==> src/rtl/multdiv_sched_if.sv <==
// Request/response bundle between decode and the shared multiply/divide sequencer.
// The master side (decode) issues start pulses and operands; the slave side
// (the sequencer) returns the stall request, the result and the writeback.
interface multdiv_sched_if #(
    parameter int WIDTH = 32
);
    logic             ctrl_MULT;
    logic             ctrl_DIV;
    logic [WIDTH-1:0] data_operandA;
    logic [WIDTH-1:0] data_operandB;
    logic [4:0]       dest_reg;
    logic             stall;
    logic [WIDTH-1:0] data_result;
    logic             data_exception;
    logic             data_resultRDY;
    logic             wb_en;
    logic [4:0]       wb_reg;
    logic [WIDTH-1:0] wb_data;

    modport master (
        output ctrl_MULT, ctrl_DIV, data_operandA, data_operandB, dest_reg,
        input  stall, data_result, data_exception, data_resultRDY, wb_en, wb_reg, wb_data
    );

    modport slave (
        input  ctrl_MULT, ctrl_DIV, data_operandA, data_operandB, dest_reg,
        output stall, data_result, data_exception, data_resultRDY, wb_en, wb_reg, wb_data
    );
endinterface

==> src/rtl/multdiv_sched.sv <==
// Sequencer for the shared iterative multiply/divide unit.
// Accepts one mult or div, runs WIDTH radix-2 steps on operand magnitudes while
// holding the pipeline, then issues exactly one writeback in a one-cycle DONE state.
// Divide by zero skips the iterations and completes on the next edge.
// Build option: MULTDIV_STATUS_WB_EN -- when defined, an exception writes the
// status code (4 = mul, 5 = div) to STATUS_REG instead of the destination register.
module multdiv_sched #(
    parameter int WIDTH      = 32,
    parameter int STATUS_REG = 30
) (
    input  logic           clock,
    input  logic           reset,
    multdiv_sched_if.slave bus
);
    localparam int CNT_W = $clog2(WIDTH) + 1;

    typedef enum logic [1:0] {
        IDLE = 2'd0,
        BUSY = 2'd1,
        DONE = 2'd2
    } state_t;

    // Control state
    state_t           state_q;
    logic [CNT_W-1:0] cnt_q;
    logic             is_div_q;
    logic             sign_a_q;
    logic             sign_b_q;
    logic [4:0]       dest_q;

    // Datapath: hi_q is the upper product half / partial remainder,
    // lo_q the multiplier being consumed / dividend being shifted into quotient,
    // opnd_q the multiplicand / divisor magnitude.
    logic [WIDTH-1:0] hi_q;
    logic [WIDTH-1:0] lo_q;
    logic [WIDTH-1:0] opnd_q;

    // Registered outputs
    logic             rdy_q;
    logic             exc_q;
    logic [WIDTH-1:0] result_q;
    logic             wb_en_q;
    logic [4:0]       wb_reg_q;
    logic [WIDTH-1:0] wb_data_q;

    // Start decode
    logic             can_accept;
    logic             start_div;
    logic             accept;
    logic             div_by_zero;
    logic [WIDTH-1:0] a_mag;
    logic [WIDTH-1:0] b_mag;

    // Iteration and completion values
    logic [WIDTH:0]     mult_sum;
    logic [WIDTH:0]     r_shift;
    logic               div_ge;
    logic [WIDTH-1:0]   step_hi;
    logic [WIDTH-1:0]   step_lo;
    logic               neg;
    logic [2*WIDTH-1:0] prod;
    logic [WIDTH-1:0]   quot;
    logic [WIDTH-1:0]   fin_res;
    logic               fin_exc;
    logic [4:0]         fin_wb_reg;
    logic [WIDTH-1:0]   fin_wb_data;
    logic [4:0]         dbz_wb_reg;
    logic [WIDTH-1:0]   dbz_wb_data;

    // Start acceptance: only outside BUSY, MULT wins when both pulses arrive together
    always_comb begin
        can_accept  = (state_q != BUSY);
        start_div   = bus.ctrl_DIV & ~bus.ctrl_MULT;
        accept      = can_accept & (bus.ctrl_MULT | bus.ctrl_DIV);
        div_by_zero = start_div & (bus.data_operandB == '0);
        a_mag       = bus.data_operandA[WIDTH-1] ? -bus.data_operandA : bus.data_operandA;
        b_mag       = bus.data_operandB[WIDTH-1] ? -bus.data_operandB : bus.data_operandB;
    end

    // One shift-add or restoring-division step, and the sign-corrected result it yields when it is the last
    always_comb begin
        // NOTE: every signal written here gets a value on all paths first, so no latch is inferred.
        mult_sum = {1'b0, hi_q} + (lo_q[0] ? {1'b0, opnd_q} : '0);
        r_shift  = {hi_q, lo_q[WIDTH-1]};
        div_ge   = (r_shift >= {1'b0, opnd_q});
        step_hi  = mult_sum[WIDTH:1];
        step_lo  = {mult_sum[0], lo_q[WIDTH-1:1]};
        if (is_div_q) begin
            step_hi = div_ge ? WIDTH'(r_shift - {1'b0, opnd_q}) : r_shift[WIDTH-1:0];
            step_lo = {lo_q[WIDTH-2:0], div_ge};
        end

        neg  = sign_a_q ^ sign_b_q;
        prod = neg ? -{step_hi, step_lo} : {step_hi, step_lo};
        quot = neg ? -step_lo : step_lo;

        if (is_div_q) begin
            // A positive quotient with the top bit set only arises from -2^(WIDTH-1) / -1
            fin_res = quot;
            fin_exc = ~neg & step_lo[WIDTH-1];
        end else begin
            // Overflow when the upper half is not the sign extension of bit WIDTH-1
            fin_res = prod[WIDTH-1:0];
            fin_exc = (prod[2*WIDTH-1:WIDTH-1] != {(WIDTH+1){prod[WIDTH-1]}});
        end

`ifdef MULTDIV_STATUS_WB_EN
        fin_wb_reg  = fin_exc ? 5'(STATUS_REG) : dest_q;
        fin_wb_data = fin_exc ? (is_div_q ? WIDTH'(5) : WIDTH'(4)) : fin_res;
        dbz_wb_reg  = 5'(STATUS_REG);
        dbz_wb_data = WIDTH'(5);
`else
        fin_wb_reg  = dest_q;
        fin_wb_data = fin_res;
        dbz_wb_reg  = bus.dest_reg;
        dbz_wb_data = '0;
`endif
    end

    // Main FSM: sequencing, datapath registers and registered writeback outputs
    always_ff @(posedge clock) begin
        // NOTE: sequential state uses non-blocking assignments so every register samples pre-edge values.
        if (reset) begin
            state_q   <= IDLE;
            cnt_q     <= '0;
            is_div_q  <= 1'b0;
            sign_a_q  <= 1'b0;
            sign_b_q  <= 1'b0;
            dest_q    <= '0;
            hi_q      <= '0;
            lo_q      <= '0;
            opnd_q    <= '0;
            rdy_q     <= 1'b0;
            exc_q     <= 1'b0;
            result_q  <= '0;
            wb_en_q   <= 1'b0;
            wb_reg_q  <= '0;
            wb_data_q <= '0;
        end else begin
            // Outputs live for the single DONE cycle only
            rdy_q     <= 1'b0;
            exc_q     <= 1'b0;
            result_q  <= '0;
            wb_en_q   <= 1'b0;
            wb_reg_q  <= '0;
            wb_data_q <= '0;

            case (state_q)
                BUSY: begin
                    hi_q  <= step_hi;
                    lo_q  <= step_lo;
                    cnt_q <= cnt_q + CNT_W'(1);
                    if (cnt_q == CNT_W'(WIDTH - 1)) begin
                        state_q   <= DONE;
                        cnt_q     <= '0;
                        rdy_q     <= 1'b1;
                        wb_en_q   <= 1'b1;
                        exc_q     <= fin_exc;
                        result_q  <= fin_res;
                        wb_reg_q  <= fin_wb_reg;
                        wb_data_q <= fin_wb_data;
                    end
                end
                default: begin
                    state_q <= IDLE;
                    if (accept) begin
                        is_div_q <= start_div;
                        sign_a_q <= bus.data_operandA[WIDTH-1];
                        sign_b_q <= bus.data_operandB[WIDTH-1];
                        dest_q   <= bus.dest_reg;
                        cnt_q    <= '0;
                        hi_q     <= '0;
                        lo_q     <= start_div ? a_mag : b_mag;
                        opnd_q   <= start_div ? b_mag : a_mag;
                        if (div_by_zero) begin
                            state_q   <= DONE;
                            rdy_q     <= 1'b1;
                            wb_en_q   <= 1'b1;
                            exc_q     <= 1'b1;
                            result_q  <= '0;
                            wb_reg_q  <= dbz_wb_reg;
                            wb_data_q <= dbz_wb_data;
                        end else begin
                            state_q <= BUSY;
                        end
                    end
                end
            endcase
        end
    end

    assign bus.stall          = (state_q == BUSY) | accept;
    assign bus.data_result    = result_q;
    assign bus.data_exception = exc_q;
    assign bus.data_resultRDY = rdy_q;
    assign bus.wb_en          = wb_en_q;
    assign bus.wb_reg         = wb_reg_q;
    assign bus.wb_data        = wb_data_q;
endmodule

==> src/flat_wrapper.sv <==
// flat-port wrapper written by rule: the top's interface ports become plain ports
module multdiv_sched_flat 
#(
    parameter int WIDTH      = 32,
    parameter int STATUS_REG = 30
)
  (clock, reset, bus_ctrl_MULT, bus_ctrl_DIV, bus_data_operandA, bus_data_operandB, bus_dest_reg, bus_stall, bus_data_result, bus_data_exception, bus_data_resultRDY, bus_wb_en, bus_wb_reg, bus_wb_data);
  multdiv_sched_if #(.WIDTH(WIDTH)) bus_i ();
  input  logic clock;
  input  logic reset;
  input wire logic [$bits(bus_i.ctrl_MULT)-1:0] bus_ctrl_MULT;
  input wire logic [$bits(bus_i.ctrl_DIV)-1:0] bus_ctrl_DIV;
  input wire logic [$bits(bus_i.data_operandA)-1:0] bus_data_operandA;
  input wire logic [$bits(bus_i.data_operandB)-1:0] bus_data_operandB;
  input wire logic [$bits(bus_i.dest_reg)-1:0] bus_dest_reg;
  output wire logic [$bits(bus_i.stall)-1:0] bus_stall;
  output wire logic [$bits(bus_i.data_result)-1:0] bus_data_result;
  output wire logic [$bits(bus_i.data_exception)-1:0] bus_data_exception;
  output wire logic [$bits(bus_i.data_resultRDY)-1:0] bus_data_resultRDY;
  output wire logic [$bits(bus_i.wb_en)-1:0] bus_wb_en;
  output wire logic [$bits(bus_i.wb_reg)-1:0] bus_wb_reg;
  output wire logic [$bits(bus_i.wb_data)-1:0] bus_wb_data;
  assign bus_i.ctrl_MULT = bus_ctrl_MULT;
  assign bus_i.ctrl_DIV = bus_ctrl_DIV;
  assign bus_i.data_operandA = bus_data_operandA;
  assign bus_i.data_operandB = bus_data_operandB;
  assign bus_i.dest_reg = bus_dest_reg;
  assign bus_stall = bus_i.stall;
  assign bus_data_result = bus_i.data_result;
  assign bus_data_exception = bus_i.data_exception;
  assign bus_data_resultRDY = bus_i.data_resultRDY;
  assign bus_wb_en = bus_i.wb_en;
  assign bus_wb_reg = bus_i.wb_reg;
  assign bus_wb_data = bus_i.wb_data;
  multdiv_sched #(.WIDTH(WIDTH), .STATUS_REG(STATUS_REG)) u_core (.clock(clock), .reset(reset), .bus(bus_i));
endmodule
==> config.mk <==
export PLATFORM = sky130hd
export DESIGN_NAME = multdiv_sched_flat
export DESIGN_NICKNAME = d
export VERILOG_FILES = /design/src/rtl/multdiv_sched_if.sv /design/src/rtl/multdiv_sched.sv /design/src/flat_wrapper.sv
export SDC_FILE = /design/constraint.sdc
export NUM_CORES = 1
export LEC_CHECK = 0
export CORE_UTILIZATION = 45
export CTS_BUF_LIST = sky130_fd_sc_hd__clkbuf_8
export CTS_CLUSTER_DIAMETER = 150
export DETAILED_ROUTE_END_ITERATION = 7
export HOLD_SLACK_MARGIN = 0.06
export PLACE_DENSITY = 0.69
export SYNTH_ARGS = -nofsm -noshare
export SYNTH_HDL_FRONTEND = slang
export SYNTH_SLANG_ARGS = --single-unit
export TNS_END_PERCENT = 50
==> constraint.sdc <==
create_clock -name clock -period 9.3 [get_ports clock]
set_input_delay 1.86 -clock clock [delete_from_list [all_inputs] [get_ports clock]]
set_output_delay 1.86 -clock clock [all_outputs]
set_load 0.01 [all_outputs]
==> reports/metrics.json <==
{
  "synth_largest_type_area_fraction_pct": 20.5,
  "grt_antenna_before_repair": 1,
  "setup.worst_path.end_class": "flop",
  "yosys_cell_types": 111,
  "design.core.area_um2": 32000,
  "relative_max_transition_margin_pct": 24.1,
  "cts_inserted_buffers": 17,
  "cts-root-buf": "clkbuf_8",
  "final.min_clock_period_ns": 7.40,
  "routed-via-count": 15698,
  "postSynthRegisterBits": 151,
  "floorplan.initialDensity_pct": 46.2,
  "drcViolationCount": 0,
  "placementRows": 65,
  "cell_types_with_the_largest_area_share_after_synthesis": "dfxtp_1, ha_1, nor2_1, xor2_1, a21oi_1",
  "tightestPinTransition_ns": 1.13,
  "antenna_left": 0,
  "clk_latency_ns": 0.51,
  "critical_path.cell_chain": "inv_1, ha_1, a211oi_2, o211ai_1, a221o_1, o31ai_4, a21oi_1, a21oi_1, ha_1, or3b_2, a221oi_2, o2111ai_2, nor3_4, nand3_1, a211o_1, o21ai_0, a21boi_1, a2111oi_2, o311ai_1, or4b_1, a2111o_1, a2111oi_2, a41oi_1",
  "synth_top_area_cell": "dfxtp_1",
  "ir_worst_vdd_v": 0.0000829,
  "synth.most_common_cell": "nor2_1",
  "grt_util_met1_pct": 42.7,
  "synth_fp_nets": 2111,
  "critical-path-max-stage-delay_ns": 0.66,
  "critical_path_s_slowest_cell": "o31ai_4",
  "cts_setup_buffers": 0,
  "synth_warnings": 0,
  "hold_viol": 0,
  "post_drt_via_cell_ratio": 6.39,
  "worst-path-max-fanout": 15,
  "clockBufferDepth": 2,
  "synthFlopType": "dfxtp_1",
  "io_pins": 146,
  "cp_data_required_time_ns": 9.68,
  "fmax_ghz": 0.135,
  "ys_async_sr_fraction_pct": 0,
  "maxCapViolations": 0,
  "hp-class": "flop to flop",
  "crit_arrival_ns": 7.78,
  "cp_top_delay_family": "compound AO/OA/AOI/OAI gates",
  "slew_violations": 0,
  "die_y_um": 183,
  "cts_tree": "done",
  "post_cts_resized": 0,
  "grt_use_met3_pct": 5.16,
  "setup-violations-final": 0,
  "drtIter0Drc": 1629,
  "pin_count_of_the_biggest_net_entering_global_routing": 78,
  "synth_area_per_cell_um2": 7.51,
  "worst_clock_skew_ns": 0.0192,
  "commonest_cells_post_synth": "nor2_1, nand2_1, dfxtp_1",
  "leakagePower_nw": 6.20,
  "clock_tree.htree_level_count": 4,
  "synth.yosys.seq_area_share_pct": 20.5,
  "antenna-diode-count": 0,
  "status": "finished, final reports clean",
  "synth_cells": 1968,
  "power_density_nw_per_um2": 127,
  "dp.final_hpwl_mm": 40.7,
  "first_global_vias": 14569,
  "drt_pass1_iterations": 5,
  "synth-edff-count": 0,
  "final_nets": 2152,
  "worst-setup-path-type": "flop to flop",
  "track_usage_pct": 31.8,
  "first_pass_grt_wire_length_mm": 82.7,
  "cp-start-kind": "flop",
  "totalWireLength_mm": 53.9,
  "die_area_um2": 33600,
  "routing_layer_with_the_top_usage_in_global_route": "met2",
  "place.gp.congestion": 0.940,
  "numClockSinks": 151,
  "cts_hold_repair.buffers": 0,
  "fin_setup_tns_ns": 0,
  "place.port_buffers": 145,
  "min_period_over_period_pct": 79.6,
  "cts.reportedPaths.clkPinSlew_ns": 0.10,
  "final.hold.worst_slack_ns": 0.462,
  "grt_remaining_overflow": 0,
  "use_met2_pct": 51.5,
  "syn_area_um2": 14800,
  "critPathBufInv": 1,
  "die_x_um": 183,
  "post_route_cells_drive_above_1_share_pct": 6.73,
  "post_drt_wl_per_cell_um": 21.9,
  "area_growth_syn_to_layout_pct": 12.7,
  "rsz0062_at_grt": "false"
}
worst paths after layout:
check	depth (start not counted)	slack [ns]	from	end
max	23	1.90	u_core.opnd_q[10]	u_core.bus.data_exception
max reg2reg	23	1.90	u_core.opnd_q[10]	u_core.bus.data_exception
min reg2reg	2	0.46	u_core.dest_q[2]	u_core.dest_q[2]
min	2	0.46	u_core.dest_q[2]	u_core.dest_q[2]
cell type report:
type / instances / area, um^2
fillers: 3112 / 15300
multi-input cells: 1613 / 10800
flip-flops and latches: 151 / 3030
repair buffers: 168 / 1620
well taps: 435 / 544
clock buffers: 17 / 234
inverters: 58 / 218
clock inverters: 14 / 180
kinds of logic after synthesis:
logic type               share of synthesized area (%)
buffers and inverters                             6.44
AO/OA/AOI/OAI                                     30.2
AND/OR/NAND/NOR                                   24.2
multiplexers                                      3.64
XOR/XNOR                                          9.07
flip-flops                                        20.5
adder cells (fa/ha/maj)                           6.03
power by group:
group	leakage [nW]	switching [mW]	internal (mW)
Combinational	4.75	0.525	0.300
Clock	0.211	0.318	0.250
Sequential	1.23	0.0409	0.679
layout by cell type, fill, tap and decap left out, types with 35 or more instances in the layout:
| master | count |
|---|---|
| nor2_1 | 221 |
| nand2_1 | 161 |
| dfxtp_1 | 150 |
| clkdlybuf4s50_1 | 144 |
| a21oi_1 | 133 |
| o21ai_0 | 98 |
| xor2_1 | 80 |
| xnor2_1 | 71 |
| ha_1 | 68 |
| inv_1 | 56 |
| nor3_1 | 53 |
| mux2i_1 | 47 |
| a22oi_1 | 42 |
| and2_1 | 41 |
| or3_1 | 41 |
| o31ai_1 | 35 |
worst register-to-register path, stage by stage (launching register included):
cell and delay [ns]:
dfxtp_1 0.39, inv_1 0.06, ha_1 0.41, a211oi_2 0.27
o211ai_1 0.16, a221o_1 0.41, o31ai_4 0.66, a21oi_1 0.32
a21oi_1 0.30, ha_1 0.27, or3b_2 0.49, a221oi_2 0.27
o2111ai_2 0.25, nor3_4 0.30, nand3_1 0.28, a211o_1 0.41
o21ai_0 0.17, a21boi_1 0.09, a2111oi_2 0.34, o311ai_1 0.14
or4b_1 0.49, a2111o_1 0.35, a2111oi_2 0.29, a41oi_1 0.16
stage by stage:
step | utilization [%] | worst slack, ns | instances | area [um^2] | power, mW
after floorplan | - | 2.43 | 1968 | 14800 | 1.29
after global routing | 52.1 | 1.44 | 2456 | 16700 | 2.21
final | 52.1 | 1.90 | 2456 | 16700 | 2.11
after detailed placement | 50.8 | 2.00 | 2425 | 16200 | 1.54
after CTS | 52.1 | 2.00 | 2456 | 16700 | 2.09
after global placement | 50.8 | 2.17 | 2425 | 16200 | 1.53
layer usage:
metal	vias to the layer above	wire length, um
met5	-	0
met4	0	1510
li1	7378	-
met1	7456	23700
met2	752	24200
met3	112	4430
Power figures use the tool's default switching activity.
